**src/rtl/png_pkg.sv**
```systemverilog
// Shared definitions for the PNG pixel framer: FIFO entry layout and FSM encodings.
package png_pkg;
  localparam int ENTRY_W  = 35;
  localparam int DATA_MSB = 31;
  localparam int SOF_BIT  = 32;
  localparam int EOL_BIT  = 33;
  localparam int EOF_BIT  = 34;

  typedef enum logic {
    ST_IDLE   = 1'b0,
    ST_ACTIVE = 1'b1
  } state_t;
endpackage

```
**src/rtl/png_sync_fifo.sv**
```systemverilog
// Single-clock first-word-fall-through FIFO; a pop frees room for a same-cycle push when full.
module png_sync_fifo #(
  parameter int W  = 35,
  parameter int AW = 4
) (
  input  logic          clk,
  input  logic          rst,
  input  logic          push,
  input  logic [W-1:0]  din,
  input  logic          pop,
  output logic [W-1:0]  dout,
  output logic          full,
  output logic          empty,
  output logic [AW:0]   count
);
  localparam int DEPTH = 1 << AW;

  logic [W-1:0]  mem [DEPTH];
  logic [AW-1:0] wr_ptr;
  logic [AW-1:0] rd_ptr;
  logic          do_push;
  logic          do_pop;

  assign empty   = (count == '0);
  assign full    = (count == (AW+1)'(DEPTH));
  assign do_pop  = pop && !empty;
  assign do_push = push && (!full || do_pop);
  assign dout    = mem[rd_ptr];

  always_ff @(posedge clk) begin
    if (rst) begin
      wr_ptr <= '0;
      rd_ptr <= '0;
      count  <= '0;
    end else begin
      if (do_push) wr_ptr <= wr_ptr + 1'b1;
      if (do_pop)  rd_ptr <= rd_ptr + 1'b1;
      count <= count + {{AW{1'b0}}, do_push} - {{AW{1'b0}}, do_pop};
    end
  end

  always_ff @(posedge clk) begin
    if (do_push) mem[wr_ptr] <= din;
  end
endmodule

```
**src/rtl/png_pixel_framer.sv**
```systemverilog
// Tags decoded pixels with SOF/EOL/EOF from the image geometry and queues them onto a stream.
// state     | meaning
// ST_IDLE   | no image open; arriving pixels are dropped and flagged as extra
// ST_ACTIVE | image open; pixels are tagged by (x,y) position and queued
module png_pixel_framer
  import png_pkg::*;
#(
  parameter int FIFO_AW = 4
) (
  input  logic        clk,
  input  logic        rst,
  input  logic        pstart,
  input  logic [2:0]  colortype,
  input  logic [13:0] width,
  input  logic [31:0] height,
  input  logic        pvalid,
  input  logic [7:0]  pr,
  input  logic [7:0]  pg,
  input  logic [7:0]  pb,
  input  logic [7:0]  pa,
  output logic        tvalid,
  input  logic        tready,
  output logic [31:0] tdata,
  output logic        tuser,
  output logic        tlast,
  output logic        teof,
  output logic [2:0]  ocolortype,
  output logic        busy,
  output logic        overflow,
  output logic        extra
);
  state_t       state, state_n;
  logic [13:0]  x_r, x_n, w_r, w_n, geo_w, cur_x;
  logic [31:0]  y_r, y_n, h_r, h_n, geo_h, cur_y;
  logic [2:0]   ct_r, ct_n;
  logic         ovf_r, ovf_n, extra_r, extra_n;
  logic         live, take, sof, eol, eof;

  logic [ENTRY_W-1:0] fifo_din, fifo_dout;
  logic               fifo_full, fifo_empty, fifo_pop;
  logic [FIFO_AW:0]   fifo_count;

  // pstart overrides the latched geometry so a same-cycle pixel belongs to the new image
  always_comb begin
    geo_w = w_r;
    geo_h = h_r;
    cur_x = x_r;
    cur_y = y_r;
    live  = (state == ST_ACTIVE);
    if (pstart) begin
      geo_w = width;
      geo_h = height;
      cur_x = '0;
      cur_y = '0;
      live  = (width != '0) && (height != '0);
    end
    take = pvalid && live;
    sof  = (cur_x == '0) && (cur_y == '0);
    eol  = (cur_x == geo_w - 14'd1);
    eof  = eol && (cur_y == geo_h - 32'd1);

    state_n = state;
    x_n     = x_r;
    y_n     = y_r;
    w_n     = w_r;
    h_n     = h_r;
    ct_n    = ct_r;
    ovf_n   = ovf_r;
    extra_n = extra_r;

    if (pstart) begin
      state_n = live ? ST_ACTIVE : ST_IDLE;
      ct_n    = colortype;
      ovf_n   = 1'b0;
      extra_n = 1'b0;
      if (live) begin
        w_n = width;
        h_n = height;
        x_n = '0;
        y_n = '0;
      end
    end

    // Position advances even when the FIFO drops the pixel, keeping tags aligned
    if (take) begin
      if (eol) begin
        x_n = '0;
        y_n = cur_y + 32'd1;
      end else begin
        x_n = cur_x + 14'd1;
      end
      if (eof) state_n = ST_IDLE;
      if (fifo_full && !fifo_pop) ovf_n = 1'b1;
    end

    if (pvalid && !live) extra_n = 1'b1;
  end

  always_ff @(posedge clk) begin
    if (rst) begin
      state   <= ST_IDLE;
      x_r     <= '0;
      y_r     <= '0;
      w_r     <= '0;
      h_r     <= '0;
      ct_r    <= '0;
      ovf_r   <= 1'b0;
      extra_r <= 1'b0;
    end else begin
      state   <= state_n;
      x_r     <= x_n;
      y_r     <= y_n;
      w_r     <= w_n;
      h_r     <= h_n;
      ct_r    <= ct_n;
      ovf_r   <= ovf_n;
      extra_r <= extra_n;
    end
  end

  assign fifo_din = {eof, eol, sof, pr, pg, pb, pa};
  assign fifo_pop = tvalid && tready;

  png_sync_fifo #(
    .W  (ENTRY_W),
    .AW (FIFO_AW)
  ) u_fifo (
    .clk   (clk),
    .rst   (rst),
    .push  (take),
    .din   (fifo_din),
    .pop   (fifo_pop),
    .dout  (fifo_dout),
    .full  (fifo_full),
    .empty (fifo_empty),
    .count (fifo_count)
  );

  // Outputs are forced quiet during reset, including the first reset cycle
  assign tvalid     = !rst && !fifo_empty;
  assign tdata      = tvalid ? fifo_dout[DATA_MSB:0] : 32'd0;
  assign tuser      = tvalid && fifo_dout[SOF_BIT];
  assign tlast      = tvalid && fifo_dout[EOL_BIT];
  assign teof       = tvalid && fifo_dout[EOF_BIT];
  assign ocolortype = rst ? 3'd0 : ct_r;
  assign busy       = !rst && (state == ST_ACTIVE);
  assign overflow   = !rst && ovf_r;
  assign extra      = !rst && extra_r;
endmodule

```
**config.mk**
```make
export PLATFORM = sky130hd
export DESIGN_NAME = png_pixel_framer
export DESIGN_NICKNAME = d
export VERILOG_FILES = /design/src/rtl/png_pkg.sv /design/src/rtl/png_sync_fifo.sv /design/src/rtl/png_pixel_framer.sv
export SDC_FILE = /design/constraint.sdc
export NUM_CORES = 1
export LEC_CHECK = 0
export CAP_MARGIN = 30
export CORE_MARGIN = 3
export CORE_UTILIZATION = 40
export DETAILED_ROUTE_END_ITERATION = 8
export PLACE_DENSITY = 0.59
export SLEW_MARGIN = 0
export SYNTH_ARGS = -nofsm -noshare
export SYNTH_HDL_FRONTEND = slang
export SYNTH_SLANG_ARGS = --single-unit
```
**constraint.sdc**
```tcl
create_clock -name clk -period 6.6 [get_ports clk]
set_input_delay 1.32 -clock clk [delete_from_list [all_inputs] [get_ports clk]]
set_output_delay 1.32 -clock clk [all_outputs]
set_load 0.01 [all_outputs]
```
# --- Yosys cells after proc, flatten, opt, wreduce, memory -nomap -nowiden ---
# Memories as Yosys holds them, arrays and structs flattened. A register that Yosys moved wholly into a read port is not among the register bits.
# Cells that the tools add are included.
totals:
  regBits: 111
  ramBits: 560
  input_bits: 86
  out_inout_bits: 42
  wordCells: 83
  memories: 1
classes:
  addsub: 8
  n_eq_ne: 3
  muxes: 28
  reduce_logical: 32
memory_table:
  columns: ["memory", "depth", "width", "rd", "rd_ports_with_merged_regs", "write_ports", "line", "source"]
  rows:
  - ["u_fifo.mem", 16, 35, 1, 1, 1, "png_sync_fifo.sv:18", "logic [W-1:0] mem [DEPTH];"]
op_table:
  columns: ["op", "count"]
  rows:
  - ["2-to-1 mux 32 bit", 7]
  - ["2-to-1 mux 14 bit", 6]
  - ["adder 32 x 1 -> 32 bit (second input constant)", 1]
  - ["== test 32 bit", 1]
  - ["logical NOT 32 bit", 1]
  - ["nonzero test 32 bit", 1]
  - ["subtractor 32 x 1 -> 32 bit (second input constant)", 1]
  - ["logical AND 1 bit", 16]
  - ["adder 14 x 1 -> 14 bit (second input constant)", 1]
  - ["== test 14 bit", 1]
  - ["logical NOT 14 bit", 1]
  - ["nonzero test 14 bit", 1]
  - ["subtractor 14 x 1 -> 14 bit (second input constant)", 1]
  - ["2-to-1 mux 1 bit", 12]
  - ["adder 4 x 1 -> 4 bit (second input constant)", 2]
  - ["2-to-1 mux 4 bit", 2]
  - ["nonzero test 2 bit", 3]
  - ["adder 5 x 1 -> 5 bit", 1]
  - ["== test 5 bit (second input constant)", 1]
  - ["logical NOT 1 bit", 5]
  - ["logical NOT 5 bit", 1]
  - ["subtractor 5 x 1 -> 5 bit", 1]
  - ["AND reduction 2 bit", 2]
  - ["2-to-1 mux 3 bit", 1]
  - ["logical OR 1 bit", 1]

# --- Depth between registers and ports, before layout ---
# Gate-level depths: netlist of run 1.
logic_depth:
  word_depth: 9
  ltp_mapped: 20
  depth_no_buf: 15

# --- By module ---
# A second synthesis of run 1 with hierarchy kept.
hier_totals:
  hier_cells: 2038
  hier_area_um2: 29876.2
modules_own_cells:
  columns: ["mod", "instances", "cells_each", "area_per_inst_um2", "seq_area_each_um2"]
  rows:
  - ["png_sync_fifo", 1, 967, 22175.0, 17156.5]
  - ["png_pixel_framer", 1, 1071, 7701.1, 1961.9]

# --- Worst setup path before layout of run 1 ---
# OpenSTA, ideal clock, no wires.
synth_timing:
  kind: "in2reg"
  from: "in pstart"
  to: "mem u_fifo.mem[0][34], data pin"
  setup_time_ns: 0.211
  arrival_ns: 5.851
  required_ns: 6.389
  path_slack_ns: 0.539
  stages: 18
  path_cell_list: "buf_6 buf_6 buf_6 buf_6 buf_2 buf_2 buf_2 clkbuf_1 clkbuf_1 mux2i_1 ha_1 o21ai_0 or3_1 or4_4 a21o_1 nor2_1 o2111a_1 and3_1"
synth_between:
  elab_chain_cells: 4
synth_lines:
  columns: ["item", "line", "source"]
  rows:
  - ["start, declared", "png_pixel_framer.sv:12", "input logic pstart,"]
  - ["2-to-1 mux 14 bit", "png_pixel_framer.sv:50", "if (pstart) begin"]
  - ["subtractor 14 x 1 -> 14 bit", "png_pixel_framer.sv:59", "eol = (cur_x == geo_w - 14'd1);"]
  - ["== test 14 bit *", "png_pixel_framer.sv:59", null]
  - ["via eol", "png_pixel_framer.sv:37", "logic live, take, sof, eol, eof;"]
  - ["logical AND 1 bit *", "png_pixel_framer.sv:60", "eof = eol && (cur_y == geo_h - 32'd1);"]
  - ["via eof", "png_pixel_framer.sv:37", null]
  - ["end, declared", "png_sync_fifo.sv:18", null]
# The timed path passes the listed nets; every way through them passes the cells marked *.

==> flow_summary.json, run 1 <==
{
  "period_minus_slack_ps": 5080,
  "period_share_pct": 77.0,
  "yosysMostFrequentCell": "edfxtp_1",
  "hpwl_um": 43400,
  "slowest_delay_ps": 800,
  "firstDrtPassIters": 7,
  "cts_tree": "built",
  "routed_wl_um": 74300,
  "ys_ff_latch": 675,
  "regArea_sq_um": 19100,
  "async_reset_ff_share_pct": 0,
  "placed_cells": 2939,
  "worstHoldEndpoint": "w_r[13]",
  "max_freq_ghz": 0.197,
  "n_fill_cell": 6168,
  "clock_sinks": 675,
  "hold_start": "w_r[13]",
  "instances_no_fill": 3071,
  "start_util_pct": 40.7,
  "setup_viol": 0,
  "worstMarginPinSlew_ps": 910,
  "pwr_density_cell_nw_per_um2": 299,
  "synthTopCellsByCount": "edfxtp_1 (560), mux4_2 (175), nand2_1 (171), dfxtp_1 (115), a21oi_1 (97)",
  "die_h_um": 277,
  "cp_slowest_cell": "dfxtp_4",
  "critical_path_required_ps": 5280,
  "n_antenna_cell": 0,
  "hold_ws_ps": 473,
  "place_ws_ps": 1240,
  "yosysSeqAreaShare_pct": 65.0,
  "clockBufferDepth": 3,
  "layout-drive-gt1-share_pct": 17.0,
  "layout_setup_ws_ps": 1520,
  "hold_path_class": "reg -> reg",
  "status": "completed",
  "ys_types": 83,
  "gr-usage-all-layers_pct": 19.3,
  "hold_buffers": 0,
  "cp_cell_sequence": "buf_4, mux4_2, mux4_2, and2_1, clkdlybuf4s50_1",
  "port-buffer-count": 127,
  "cts_setup_buffers": 0,
  "grt_max_degree": 109,
  "dieArea_sq_um": 76800,
  "cts-root-buf": "clkbuf_16",
  "clk_pin_slew_ps": 60,
  "grt_overflow_total": 0,
  "grt_pass1_wl_um": 113000,
  "antenna_found_initial": 1,
  "yosys.area.top_type": "edfxtp_1",
  "gp_congestion": 0.955,
  "synth_area_leaders": "edfxtp_1 (57%), mux4_2 (13%), dfxtp_1 (7.8%)",
  "critical_path_peak_fanout": 32,
  "r2r_cells": 10,
  "synthCells": 1942,
  "finClkSkew_ps": 29.4,
  "cts-resized-gates": 0,
  "rows": 98,
  "final_util_pct": 47.5,
  "r2r_end": "u_fifo.mem[6][34]",
  "ys.warnings.count": 0,
  "area_growth_pct": 16.6,
  "timing.rr.start": "h_r[0]",
  "synth_nets": 2046,
  "rrSetupSlack_ps": 2820,
  "coreArea_sq_um": 72200,
  "multi_input_area_sq_um": 9870,
  "startpoint_type": "flip-flop",
  "p_leak_uw": 0.0109,
  "endpoint_kind": "primary output",
  "ant_nets": 0,
  "avgViaCountPerCell": 5.72,
  "pin_count": 128,
  "cpMostUsedCell": "mux4_2",
  "worstSetupPathType": "reg -> out",
  "drt_iter0_markers": 1410,
  "synth_flop_cell": "edfxtp_1",
  "slew_headroom_pct": 39.2,
  "finalHoldViolations": 0,
  "drc": 0,
  "htreeDepth": 3,
  "synth_top_area_share_pct": 57.2,
  "tns_ps": 0,
  "rsz0062_at_grt": "no",
  "clkLatencyLatePin_ps": 630,
  "wl_per_cell_um": 24.2,
  "synth_edf_count": 560,
  "hold_depth": 2,
  "die_w_um": 277,
  "grt_pass1_vias": 18100,
  "cap_violations": 0,
  "fin_nets": 2170,
  "syn_area_sq_um": 29400,
  "syn_avg_cell_area_sq_um": 15.1,
  "vias": 17600,
  "crit_arrival_ps": 3760,
  "report.final.slew_viol_count": 0,
  "max-vdd-ir-drop_mv": 0.191,
  "cts_buffers": 73
}
area by class of cell:
| cell class | instances | share of cell area, % |
|---|---|---|
| clock buffer | 87 | 5.54 |
| clock inverter | 43 | 1.55 |
| inverter | 22 | 0.241 |
| multi-input combinational | 1131 | 28.8 |
| sequential | 675 | 55.8 |
| tap | 950 | 3.46 |
| timing repair buffer | 163 | 4.68 |
critical path, delay by kind of cell (launching register included):
kind	cells	cell delay, ps
muxes	2	1060
and+or+nand+nor	1	250
buffers and inverters	2	1000
DFF	1	800
placed cells by master (no fill, tap or decap), types with 33 or more instances in the layout:
cell,Yosys,routed
xor2_1,39,39
nor4_1,33,33
nor2_1,96,84
edfxtp_1,560,560
clkdlybuf4s50_1,0,125
o21ai_0,61,61
nor3_1,41,37
nand3_1,50,50
a21oi_1,97,96
xnor2_1,44,44
and2_1,55,55
mux4_2,175,175
buf_4,1,33
dfxtp_1,115,111
nand2_1,171,170
clkbuf_16,0,73
state kept, by name, summed over array words and instances, names as in the netlist, named ones only:
| name | cells |
|---|---|
| u_fifo.mem | 560 |
| ovf_r | 1 |
| u_fifo.count | 5 |
| ct_r | 3 |
| w_r | 14 |
| u_fifo.wr_ptr | 4 |
| state | 1 |
| x_r | 14 |
| y_r | 32 |
| u_fifo.rd_ptr | 4 |
| h_r | 32 |
| extra_r | 1 |
worst max path at each step:
stage	to	cells past startpoint
after floorplan	u_fifo.mem[0][34]	18
after global placement	u_fifo.mem[2][34]	10
after detailed placement	u_fifo.mem[0][34]	9
after CTS	tdata[1]	5
after global routing	tdata[1]	5
final	teof	5
where the power goes:
group | internal [uW] | total (uW) | switching, uW
registers | 4690 | 4770 | 84.6
logic | 710 | 1380 | 671
clock network | 2430 | 4110 | 1670
through the flow:
step           cell area, sq um  total power (uW)
6_report                  34300             10300
5_1_grt                   34300             10700
4_1_cts                   34300             10400
3_5_place_dp              31800              6270
3_3_place_gp              31800              6250
2_1_floorplan             29400              5720
layer usage:
| layer | global-route usage (%) | share of wire, % |
|---|---|---|
| met5 | 0 | 0.013 |
| met4 | 5.20 | 2.3 |
| met3 | 3.03 | 5.1 |
| met2 | 33.1 | 50 |
| met1 | 25.5 | 42 |
kinds of logic (layout without fill, tap and decap cells):
logic type,Yosys count,in the layout,share of synthesized area [%]
AO/OA/AOI/OAI,250,250,5.26
buffers and inverters,136,315,1.91
adder cells (fa/ha/maj),18,18,0.791
multiplexers,205,205,14.5
XOR/XNOR,83,83,2.47
flip-flops,675,675,65.0
AND/OR/NAND/NOR,575,575,10.1
No activity file was read; power rests on OpenSTA's default activity.
==> run 2, diff against run 1 <==
--- a/config.mk
+++ b/config.mk
@@ -9,7 +9,7 @@
 export CORE_MARGIN = 3
 export CORE_UTILIZATION = 40
 export DETAILED_ROUTE_END_ITERATION = 8
-export PLACE_DENSITY = 0.59
+export PLACE_DENSITY = 0.61
 export SLEW_MARGIN = 0
 export SYNTH_ARGS = -nofsm -noshare
 export SYNTH_HDL_FRONTEND = slang
==> constraint.sdc (replaced) <==
create_clock -name clk -period 4.49 [get_ports clk]
set_input_delay 0.898 -clock clk [delete_from_list [all_inputs] [get_ports clk]]
set_output_delay 0.898 -clock clk [all_outputs]
set_load 0.01 [all_outputs]
==> run 2 against run 1 <==
Against the previous run: sequential power is 47% higher; first-iteration DRC count is 1.7% lower; register-to-register slack lost 1600 ps; total power is 49% higher; die area stayed put; sequential share of layout area is 1.1 points lower; critical path type unchanged; critical endpoint is now tdata[5].
==> flow_summary.json, run 2 (synthesized netlist as in run 1, its figures left out) <==
{
  "routed_wl_um": 72900,
  "layout_commonest_cell": "edfxtp_1",
  "critPathBufInv": 2,
  "rows": 98,
  "grt_pass1_wl_um": 112000,
  "crit_arrival_ps": 3390,
  "pin_count": 128,
  "grt_max_degree": 80,
  "pwr-share-clk_pct": 40.5,
  "slew_headroom_pct": 39.2,
  "cts_tree": "built",
  "p_int_uw": 11600,
  "crit_family": "multiplexers",
  "ant_nets": 0,
  "cts_buffers": 73,
  "gp_congestion": 0.905,
  "die_h_um": 277,
  "max-vdd-ir-drop_mv": 0.294,
  "worstMarginPinSlew_ps": 910,
  "avgViaCountPerCell": 5.71,
  "r2r_cells": 7,
  "hold_ws_ps": 464,
  "pwr_density_cell_nw_per_um2": 437,
  "critical_path_required_ps": 3590,
  "p_leak_uw": 0.0111,
  "vias": 17700,
  "layout_setup_ws_ps": 198,
  "largest_reg_flops": 560,
  "seq_power_share_pct": 45.9,
  "hpwl_um": 46100,
  "status": "completed",
  "final_util_pct": 48.4,
  "period_minus_slack_ps": 4290,
  "mostFrequentLayoutCells": "edfxtp_1 (560), mux4_2 (175), nand2_1 (170)",
  "cp_cell_sequence": "buf_12, mux4_2, mux4_2, and2_1, clkdlybuf4s50_1",
  "endpoint_kind": "primary output",
  "rsz0062_at_grt": "no",
  "cp_slowest_cell": "dfxtp_4",
  "dieArea_sq_um": 76800,
  "setup_viol": 0,
  "finalHoldViolations": 0,
  "htreeDepth": 3,
  "reg.largest.list": "u_fifo.mem (560), h_r (32), y_r (32)",
  "area_growth_pct": 18.9,
  "port-buffer-count": 127,
  "gr-usage-all-layers_pct": 18.9,
  "switchingPower_uw": 3660,
  "clockBufferDepth": 3,
  "period_share_pct": 95.6,
  "crit_cells": 5,
  "clock_sinks": 675,
  "worstSetupPathType": "reg -> out",
  "max_freq_ghz": 0.233,
  "clk_pin_slew_ps": 60,
  "fin_nets": 2204,
  "critical_path_peak_fanout": 39,
  "cpMostUsedCell": "mux4_2",
  "hold_buffers": 0,
  "tns_ps": 0,
  "clkLatencyLatePin_ps": 620,
  "grt_pass1_vias": 18100,
  "wl_per_cell_um": 23.5,
  "report.final.slew_viol_count": 0,
  "hold_depth": 2,
  "die_w_um": 277,
  "slowest_delay_ps": 620,
  "n_antenna_cell": 0,
  "coreArea_sq_um": 72200,
  "cap_violations": 0,
  "layout-drive-gt1-share_pct": 19.1,
  "grt_overflow_total": 0,
  "drt_iter0_markers": 1386,
  "hold_path_class": "reg -> reg",
  "drc": 0,
  "start_util_pct": 40.7,
  "power.total_uw": 15300,
  "finClkSkew_ps": 32.9,
  "switching_share_pct": 24.0,
  "antenna_found_initial": 0,
  "p_comb_share_pct": 13.6,
  "cts-root-buf": "clkbuf_16",
  "firstDrtPassIters": 7,
  "startpoint_type": "flip-flop",
  "place_ws_ps": 42.0,
  "largest-register": "u_fifo.mem"
}
## run 2: final cells by class
| cell class | instances | area (sq um) |
|---|---|---|
| repair buffers | 197 | 2110 |
| fillers | 6017 | 37200 |
| clock buffers | 87 | 1890 |
| clock inverters | 44 | 621 |
| inverters | 22 | 82.6 |
| well taps | 950 | 1190 |
| flip-flops and latches | 675 | 19100 |
| multi-input cells | 1131 | 9950 |
## run 2: repair_timing
| item | 4_1_cts | 5_1_grt |
|---|---|---|
| gates resized for setup | 0 | 1 |
| setup endpoints to repair | 0 | 4 |
| buffers inserted | 0 | 0 |
## run 2: power by group through the flow
stage	clock network [uW]	registers [uW]	logic, uW
after global placement	0	7140	2080
after detailed placement	0	7150	2110
after CTS	6340	7020	2110
after floorplan	0	7070	1350
final	6180	7020	2070
after global routing	6570	7030	2250
## run 2: metal layers
layer	up-vias	GRT usage [%]	part of all wire, %
met2	619	32.2	50
li1	7913	-	-
met4	0	5.23	2.5
met1	9068	25.1	42
met5	-	0	0
met3	138	3.09	5.4
## run 2: final timing paths
path / startpoint / endpoint / slack [ps]
hold / removal: h_r[1] / h_r[1] / 460
setup reg to reg: w_r[8] / y_r[12] / 1190
hold reg to reg: h_r[1] / h_r[1] / 460
setup / recovery: flip-flop / tdata[5] / 200
## run 2: worst min-delay path, cell delays in order, from the launching register on
cell and delay, ps:
dfxtp_1 310, nand2_1 50, a21oi_1 50
## run 2: per-stage QoR
stage               instances  instance area [sq um]
floorplan                1942                  29600
global placement         2974                  32400
detailed placement       2975                  32500
CTS                      3106                  35000
global route             3106                  35000
finish                   3106                  35000
